$ cat src/rtl/enc_scan_if.sv
// Handshake bundle for enc_scan: request vector in, one binary index per beat out.
interface enc_scan_if #(
  parameter int N = 8,
  parameter int W = $clog2(N)
);
  logic         in_valid;
  logic         in_ready;
  logic [N-1:0] in_vec;
  logic         out_valid;
  logic         out_ready;
  logic [W-1:0] out_idx;
  logic         out_last;
  logic         onehot;
  logic         zero_err;

  modport slave (
    input  in_valid, in_vec, out_ready,
    output in_ready, out_valid, out_idx, out_last, onehot, zero_err
  );

  modport master (
    output in_valid, in_vec, out_ready,
    input  in_ready, out_valid, out_idx, out_last, onehot, zero_err
  );
endinterface

$ cat src/rtl/enc_scan.sv
// Registered scanning encoder: accepts an N-bit request vector and emits the
// index of each set bit, one per accepted beat, lowest-first or highest-first.
module enc_scan #(
  parameter int N         = 8,
  parameter int W         = $clog2(N),
  parameter bit LSB_FIRST = 1'b1
) (
  input  logic       clk,
  input  logic       rst_n,
  enc_scan_if.slave  bus
);

  typedef enum logic [0:0] {
    IDLE = 1'b0,
    SCAN = 1'b1
  } state_t;

  localparam logic [N-1:0] ONE_V = {{(N-1){1'b0}}, 1'b1};

  state_t       state_q,     state_d;
  logic [N-1:0] pending_q,   pending_d;
  logic         in_ready_q,  in_ready_d;
  logic         out_valid_q, out_valid_d;
  logic [W-1:0] out_idx_q,   out_idx_d;
  logic         out_last_q,  out_last_d;
  logic         onehot_q,    onehot_d;
  logic         zero_err_q,  zero_err_d;

  function automatic logic is_one(input logic [N-1:0] v);
    return (v != '0) && ((v & (v - ONE_V)) == '0);
  endfunction

  // Loop directions make the last match win, giving lowest or highest set bit.
  function automatic logic [W-1:0] pick_idx(input logic [N-1:0] v);
    logic [W-1:0] idx;
    idx = '0;
    if (LSB_FIRST) begin
      for (int i = N - 1; i >= 0; i--) begin
        if (v[i]) begin
          idx = W'(i);
        end else begin
          idx = idx;
        end
      end
    end else begin
      for (int i = 0; i < N; i++) begin
        if (v[i]) begin
          idx = W'(i);
        end else begin
          idx = idx;
        end
      end
    end
    return idx;
  endfunction

  // Next-state logic; outputs are decoded from the next pending value so
  // their registered copies always match the pending register.
  always_comb begin
    state_d    = state_q;
    pending_d  = pending_q;
    onehot_d   = onehot_q;
    zero_err_d = 1'b0;
    case (state_q)
      IDLE: begin
        if (bus.in_valid && in_ready_q) begin
          if (bus.in_vec != '0) begin
            pending_d = bus.in_vec;
            onehot_d  = is_one(bus.in_vec);
            state_d   = SCAN;
          end else begin
            zero_err_d = 1'b1;
            state_d    = IDLE;
          end
        end else begin
          state_d = IDLE;
        end
      end
      SCAN: begin
        if (out_valid_q && bus.out_ready) begin
          pending_d = pending_q & ~(ONE_V << out_idx_q);
          if (out_last_q) begin
            state_d  = IDLE;
            onehot_d = 1'b0;
          end else begin
            state_d = SCAN;
          end
        end else begin
          pending_d = pending_q;
        end
      end
      default: begin
        state_d   = IDLE;
        pending_d = '0;
        onehot_d  = 1'b0;
      end
    endcase
    in_ready_d  = (state_d == IDLE);
    out_valid_d = (state_d == SCAN);
    out_idx_d   = pick_idx(pending_d);
    out_last_d  = (state_d == SCAN) && is_one(pending_d);
  end

  // State and registered outputs.
  always_ff @(posedge clk or negedge rst_n) begin
    if (!rst_n) begin
      state_q     <= IDLE;
      pending_q   <= '0;
      in_ready_q  <= 1'b1;
      out_valid_q <= 1'b0;
      out_idx_q   <= '0;
      out_last_q  <= 1'b0;
      onehot_q    <= 1'b0;
      zero_err_q  <= 1'b0;
    end else begin
      state_q     <= state_d;
      pending_q   <= pending_d;
      in_ready_q  <= in_ready_d;
      out_valid_q <= out_valid_d;
      out_idx_q   <= out_idx_d;
      out_last_q  <= out_last_d;
      onehot_q    <= onehot_d;
      zero_err_q  <= zero_err_d;
    end
  end

  assign bus.in_ready  = in_ready_q;
  assign bus.out_valid = out_valid_q;
  assign bus.out_idx   = out_idx_q;
  assign bus.out_last  = out_last_q;
  assign bus.onehot    = onehot_q;
  assign bus.zero_err  = zero_err_q;

endmodule

$ cat src/flat_wrapper.sv
// flat-port wrapper written by rule: the top's interface ports become plain ports
module enc_scan_flat 
#(
  parameter int N         = 8,
  parameter int W         = $clog2(N),
  parameter bit LSB_FIRST = 1'b1
)
  (clk, rst_n, bus_in_valid, bus_in_vec, bus_out_ready, bus_in_ready, bus_out_valid, bus_out_idx, bus_out_last, bus_onehot, bus_zero_err);
  enc_scan_if #(.N(N), .W(W)) bus_i ();
  input  logic clk;
  input  logic rst_n;
  input wire logic [$bits(bus_i.in_valid)-1:0] bus_in_valid;
  input wire logic [$bits(bus_i.in_vec)-1:0] bus_in_vec;
  input wire logic [$bits(bus_i.out_ready)-1:0] bus_out_ready;
  output wire logic [$bits(bus_i.in_ready)-1:0] bus_in_ready;
  output wire logic [$bits(bus_i.out_valid)-1:0] bus_out_valid;
  output wire logic [$bits(bus_i.out_idx)-1:0] bus_out_idx;
  output wire logic [$bits(bus_i.out_last)-1:0] bus_out_last;
  output wire logic [$bits(bus_i.onehot)-1:0] bus_onehot;
  output wire logic [$bits(bus_i.zero_err)-1:0] bus_zero_err;
  assign bus_i.in_valid = bus_in_valid;
  assign bus_i.in_vec = bus_in_vec;
  assign bus_i.out_ready = bus_out_ready;
  assign bus_in_ready = bus_i.in_ready;
  assign bus_out_valid = bus_i.out_valid;
  assign bus_out_idx = bus_i.out_idx;
  assign bus_out_last = bus_i.out_last;
  assign bus_onehot = bus_i.onehot;
  assign bus_zero_err = bus_i.zero_err;
  enc_scan #(.N(N), .W(W), .LSB_FIRST(LSB_FIRST)) u_core (.clk(clk), .rst_n(rst_n), .bus(bus_i));
endmodule
$ cat config.mk
export PLATFORM = sky130hd
export DESIGN_NAME = enc_scan_flat
export DESIGN_NICKNAME = d
export VERILOG_FILES = /design/src/rtl/enc_scan_if.sv /design/src/rtl/enc_scan.sv /design/src/flat_wrapper.sv
export SDC_FILE = /design/constraint.sdc
export NUM_CORES = 1
export LEC_CHECK = 0
export ABC_AREA = 1
export BUFFER_PORTS_ARGS = -buffer_cell sky130_fd_sc_hd__buf_2
export CORE_UTILIZATION = 34
export CTS_CLUSTER_DIAMETER = 50
export CTS_CLUSTER_SIZE = 16
export DETAILED_ROUTE_END_ITERATION = 6
export SLEW_MARGIN = 20
export SYNTH_ARGS = -nofsm -noshare
export SYNTH_HDL_FRONTEND = slang
export SYNTH_SLANG_ARGS = --single-unit
$ cat constraint.sdc
create_clock -name clk -period 1.7 [get_ports clk]
set_input_delay 0.085 -clock clk [delete_from_list [all_inputs] [get_ports clk]]
set_output_delay 0.085 -clock clk [all_outputs]
set_load 0.02 [all_outputs]
==> metrics.txt, run 1 <==
WL/cell=~12 µm; Syn Inst Count=145; Area after DPL=1290 µm²; Iter 0 DRT Violations=26; Rows=19; failing checks=DRC; Ys Warns=0; Sink Count=16; grt total ovfl=0; TritonCTS clock tree=done; largest delay contributor family on the critical path=simple AND/OR/NAND/NOR gates; post-synth cell types=26; Area contributors post-synth=dfrtp_1, nand2_1, inv_1, nand2_2, nor2_1; status=complete, but fails checks; Initial Utilization=37.4%; Boundary Pins=20; CP peak stage delay=about 560 ps; CTS H-tree lvls=1; Max Clock Skew=5.96 ps; Synth async-reset ratio=between 90% and 100%; Die Area=3370 µm²; PwrDens=508 nW/µm²; largest area contributor in the netlist=dfrtp_1; Via Count=1,074; TNS Setup=0 ps; Worst Path Required=1920 ps; Hold Path Origin=bus_in_valid; RSZ-0062 raised after global routing=true; GR Layer Usage met2=a little under a third; Critical Path Stages=12; Worst path slowest cell=dfstp_2; final wirelength=2660 µm; R2R cell count=12; Vert. Die Dim=~58 µm; Post-Syn Area=between 1000 and 1500 µm²; Routed Antenna Nets=0; Clock Latency Late Sink=290 ps; final worst-path cycle share=a little over nine tenths; first-pass GRT wire length=4420 µm; CTS Buf Count=3; P&R area growth vs syn=28.6%; crit-path max FO=5; Syn Nets=~160; Hold Slack=75.7 ps; crit end category=flip-flop; First-pass DRT Iterations=6; Leak=0.000791 µW; syn_area_per_cell=7.36 µm²; register area share after synthesis=37.6%; Main synth FF type=dfrtp_1; most frequent cells in the layout=nand2_1, buf_2, inv_1; most common cell after layout, fill and taps aside=nand2_1; drc violations=5; GRT met3 Usage=3.35%; Root Driver=clkbuf_4; Yosys reg bits=16; top cell type's share of synthesized area=35.2%; reg-to-reg endpoint=u_core.bus.out_last$_DFF_PN0_; Worst Max-Slew Pin Slew=365 ps; Total GRT Usage=between 10% and 20%; fin. max-slew vios=0; met1 Usage GRT=22.0%; type of origin of the critical path=flip-flop; vias in the first global route=1,041; Finished Cell Area=1370 µm²; Post-synth EDFFs=0; reg2reg setup slack=30 ps; placer congestion estimate=0.931; largest net degree at the start of global routing=17; Nets=196; die width=58.0 µm; share of layout cells above drive strength 1=36.6%; Max Root-Sink Buffers=2; f_max=between 0.5 and 0.6 GHz; CP cell instances=nand2_4 -> nor2_4 -> o21ai_4 -> nand2_1 -> nand2_1 -> nand2_2 -> nand2_2 -> nor2_2 -> nand2_1 -> nor2_2 -> nor2_2 -> nor2_2; worst min path class=in -> reg; core box area=2850 µm²; busiest grt layer=met2; Hold Crit Depth=3; port bufs=19; worst path buffer plus inverter count=0; Worst R2R Start=u_core.bus.in_ready$_DFF_PN1_; DR vias/cell=about 5; final setup violation count=0; Max Cap Viol=0; Max VDD drop=roughly 0.0005 V; diode count=0; endpoints failing hold=0; Crit path top cell by count=nor2_2; Slew headroom=75.7%; Data arrival, critical path=approximately 1900 ps; minimum clock period=1670 ps; initial antenna violation count=0; WS Path Type=reg -> reg; Hold Path End=u_core.bus.zero_err$_DFF_PN0_; Worst-path clk slew=100 ps; HPWL after detailed placement=2080 µm; Power Total=between 600 and 700 µW
[metrics by stage]
step / cells / setup WS, ps / util, %
floorplan: 145 / 6.65 / -
global placement: 207 / 21.3 / 45.3
detailed placement: 207 / -45.8 / 45.3
CTS: 213 / 11.8 / 47.5
global route: 214 / -134 / 48.1
finish: 214 / 27.9 / 48.1
[layout make-up]
| class | instances | area (µm²) |
|---|---|---|
| tap | 31 | 38.8 |
| fill | 283 | 1480 |
| multi-input combinational | 109 | 607 |
| inverter | 19 | 71.3 |
| sequential | 16 | 402 |
| timing repair buffer | 35 | 218 |
| clock buffer | 4 | 36.3 |
[logic make-up after synthesis]
family                 count (synthesis)  share of synthesized area [%]
and+or+nand+nor                       87                           38.2
AOI/OAI and AO/OA                     21                           15.4
DFF                                   16                           37.6
buffers and inverters                 21                           8.79
[sequential cells by signal, indices dropped and copies added, names as in the netlist]
register	count
u_core.pending_q	8
u_core.bus.out_idx	3
u_core.bus.in_ready	1
u_core.bus.onehot	1
u_core.bus.out_last	1
u_core.bus.zero_err	1
u_core.state_q	1
[metal layers]
metal,wire length [µm],vias to the layer above
met2,1300,35
met4,26,0
li1,-,536
met5,0,-
met3,128,4
met1,1200,499
[Yosys cell counts (all sizes together), types with 2 or more instances]
library cell and number:
o31ai 3, buf 2, a21boi 5, nand3 5, o21ai 6, nand4 2
nor2 20, nand2 58, nor3 2, dfrtp 15, inv 19, a21oi 5
[how the worst max path moves through the flow]
stage	endpoint	startpoint	slack [ps]
floorplan	u_core.bus.out_last$_DFF_PN0_	u_core.bus.in_ready$_DFF_PN1_	7
global placement	u_core.bus.out_last$_DFF_PN0_	u_core.bus.in_ready$_DFF_PN1_	20
detailed placement	u_core.bus.out_last$_DFF_PN0_	u_core.bus.in_ready$_DFF_PN1_	-50
CTS	u_core.bus.out_last$_DFF_PN0_	u_core.bus.in_ready$_DFF_PN1_	10
global route	u_core.bus.out_last$_DFF_PN0_	u_core.bus.in_ready$_DFF_PN1_	-130
finish	u_core.bus.out_last$_DFF_PN0_	u_core.bus.in_ready$_DFF_PN1_	30
[what timing repair did]
item,in CTS,in global routing
setup buffers,0,1
hold buffers,1,0
gates cloned,1,0
resized for setup,3,2
endpoints found under the hold margin,16,0
endpoints found under the setup margin,1,4
[where the power goes]
| group | internal [µW] | switching, µW | leakage [µW] | total, µW |
|---|---|---|---|---|
| logic | 24.2 | 35.2 | 0.000555 | 59.4 |
| clock network | 130 | 127 | 0.0000210 | 257 |
| registers | 380 | 0 | 0.000215 | 380 |
| total | 535 | 162 | 0.000791 | 697 |
[tightest hold or removal path: stages]
cell	delay (ps)
buf_2	110
nand2_4	80
nor3_1	50
Note: power is estimated with default switching activity, not from simulation.
==> run 2, diff against run 1 <==
BUFFER_PORTS_ARGS = default   (was -buffer_cell sky130_fd_sc_hd__buf_2)
DONT_BUFFER_PORTS = 1   (was default)
==> metrics.txt, run 2 (synthesis gave the netlist of run 1 again) <==
status=complete, but fails checks; failing checks=DRC, setup timing; Hold Crit Depth=3; switching share of total power=23.1%; drc violations=5; Slew headroom=51.5%; minimum clock period=1750 ps; Data arrival, critical path=between 1500 and 2000 ps; Worst Path Required=about 1900 ps; WL/cell=13.2 µm; Critical Path Stages=12; Root Driver=clkbuf_4; fin. max-slew vios=0; Max Clock Skew=around 4.2 ps; core box area=2850 µm²; worst min path class=in -> reg; CTS Buf Count=3; crit-path max FO=5; net switching power=157 µW; Max Cap Viol=0; Max Root-Sink Buffers=2; Worst Max-Slew Pin Slew=726 ps; TritonCTS clock tree=done; DR vias/cell=5.05; most frequent cells in the layout=nand2_1, inv_1, dfrtp_1; Max VDD drop=0.000277 V; diode count=0; grt total ovfl=0; CTS H-tree lvls=1; Worst path slowest cell=dfstp_2; P&R area growth vs syn=21.6%; crit end category=flip-flop; CP Launch Point=u_core.bus.in_ready$_DFF_PN1_; max FFs per register=8; fin util=45.5%; Sink Count=16; largest delay contributor family on the critical path=simple AND/OR/NAND/NOR gates; endpoints failing hold=0; Via Count=989; Logic pwr share=approximately 5.2%; Die Area=3370 µm²; R2R cell count=12; Total GRT Usage=16.5%; Initial Utilization=37.4%; Routed Antenna Nets=0; First-pass DRT Iterations=6; die width=58.0 µm; Rows=19; CP peak stage delay=570 ps; Clock Latency Late Sink=300 ps; Vert. Die Dim=58.0 µm; worst path buffer plus inverter count=0; final setup violation count=1; share of layout cells above drive strength 1=29.1%; Hold Path Origin=bus_in_vec[6]; final worst-path cycle share=103%; post-route setup slack=-49.1 ps; placer congestion estimate=0.951; initial antenna violation count=0; Boundary Pins=20; port bufs=0; Clk pwr share=39.0%; WS Path Type=reg -> reg; HPWL after detailed placement=1950 µm; final wirelength=2590 µm; Iter 0 DRT Violations=53; largest net degree at the start of global routing=17; CP cell instances=nand2_4 -> nor2_4 -> o21ai_4 -> nand2_1 -> nand2_1 -> nand2_2 -> nand2_4 -> nor2_2 -> nor2_1 -> nor2_1 -> nand3_2 -> nor2_2; post-placement setup slack=-50.8 ps; RSZ-0062 raised after global routing=true; Largest Register=u_core.pending_q; Worst R2R Start=u_core.bus.in_ready$_DFF_PN1_; TNS Setup=-49.1 ps; f_max=0.572 GHz; PwrDens=525 nW/µm²; Nets=approximately 180; P_int=524 µW; Leak=0.000711 µW; Worst-path clk slew=~100 ps; type of origin of the critical path=flip-flop; first-pass GRT wire length=4070 µm; Area after DPL=about 1200 µm²; vias in the first global route=939; Finished Cell Area=between 1000 and 1500 µm²; most common cell after layout, fill and taps aside=nand2_1; Sequential Power Share=55.8%
## run 2: layout make-up
| cell class | count | area, µm² |
|---|---|---|
| Multi-Input combinational cell | 109 | 608 |
| Tap cell | 31 | 38.8 |
| Sequential cell | 16 | 403 |
| Fill cell | 296 | 1560 |
| Timing Repair Buffer | 17 | 140 |
| Clock buffer | 4 | 36.3 |
| Inverter | 19 | 71.3 |
## run 2: path summary, 6_finish.rpt
path                                                  to  slack, ps
setup / recovery           u_core.bus.out_last$_DFF_PN0_        -50
hold / removal             u_core.bus.onehot$_DFFE_PN0P_         10
setup reg to reg           u_core.bus.out_last$_DFF_PN0_        -50
hold reg to reg            u_core.bus.zero_err$_DFF_PN0_        560
max in group asynchronous       u_core.state_q$_DFF_PN0_        930
min in group asynchronous  u_core.bus.zero_err$_DFF_PN0_        280
## run 2: power by group through the flow
stage          Sequential (µW)  Combinational (µW)  Clock (µW)
2_1_floorplan              388                16.2           0
3_3_place_gp               388                18.7           0
4_1_cts                    380                35.7         274
6_report                   380                35.2         266
3_5_place_dp               388                19.1           0
5_1_grt                    381                39.6         288
## run 2: layer usage
| metal | vias to the layer above | GRT usage [%] | wire length, µm |
|---|---|---|---|
| met4 | 0 | 6.12 | 27 |
| met2 | 25 | 28.4 | 1240 |
| li1 | 495 | - | - |
| met5 | - | 0 | 0 |
| met3 | 4 | 3.57 | 137 |
| met1 | 465 | 20.3 | 1190 |
## run 2: tightest hold or removal path: cells and delay by family
| kind | cells | cell delay (ps) |
|---|---|---|
| compound gates | 1 | 50 |
| simple gates | 2 | 140 |
## run 2: through the flow
stage | hold slack (ps) | total power, µW | std cells
after CTS | 4.01 | 690 | 195
after global placement | -210 | 407 | 184
after detailed placement | -210 | 407 | 184
final | 10.2 | 681 | 196
after global routing | 24.6 | 709 | 196
after floorplan | -211 | 404 | 145
## run 2: what timing repair did
| action | 4_1_cts | 5_1_grt |
|---|---|---|
| gates cloned | 1 | 0 |
| pin swaps | 0 | 5 |
| resized for setup | 4 | 4 |
| setup endpoints to repair | 1 | 2 |
| hold buffers | 5 | 0 |
| hold endpoints to repair | 20 | 0 |
| setup buffers | 1 | 1 |
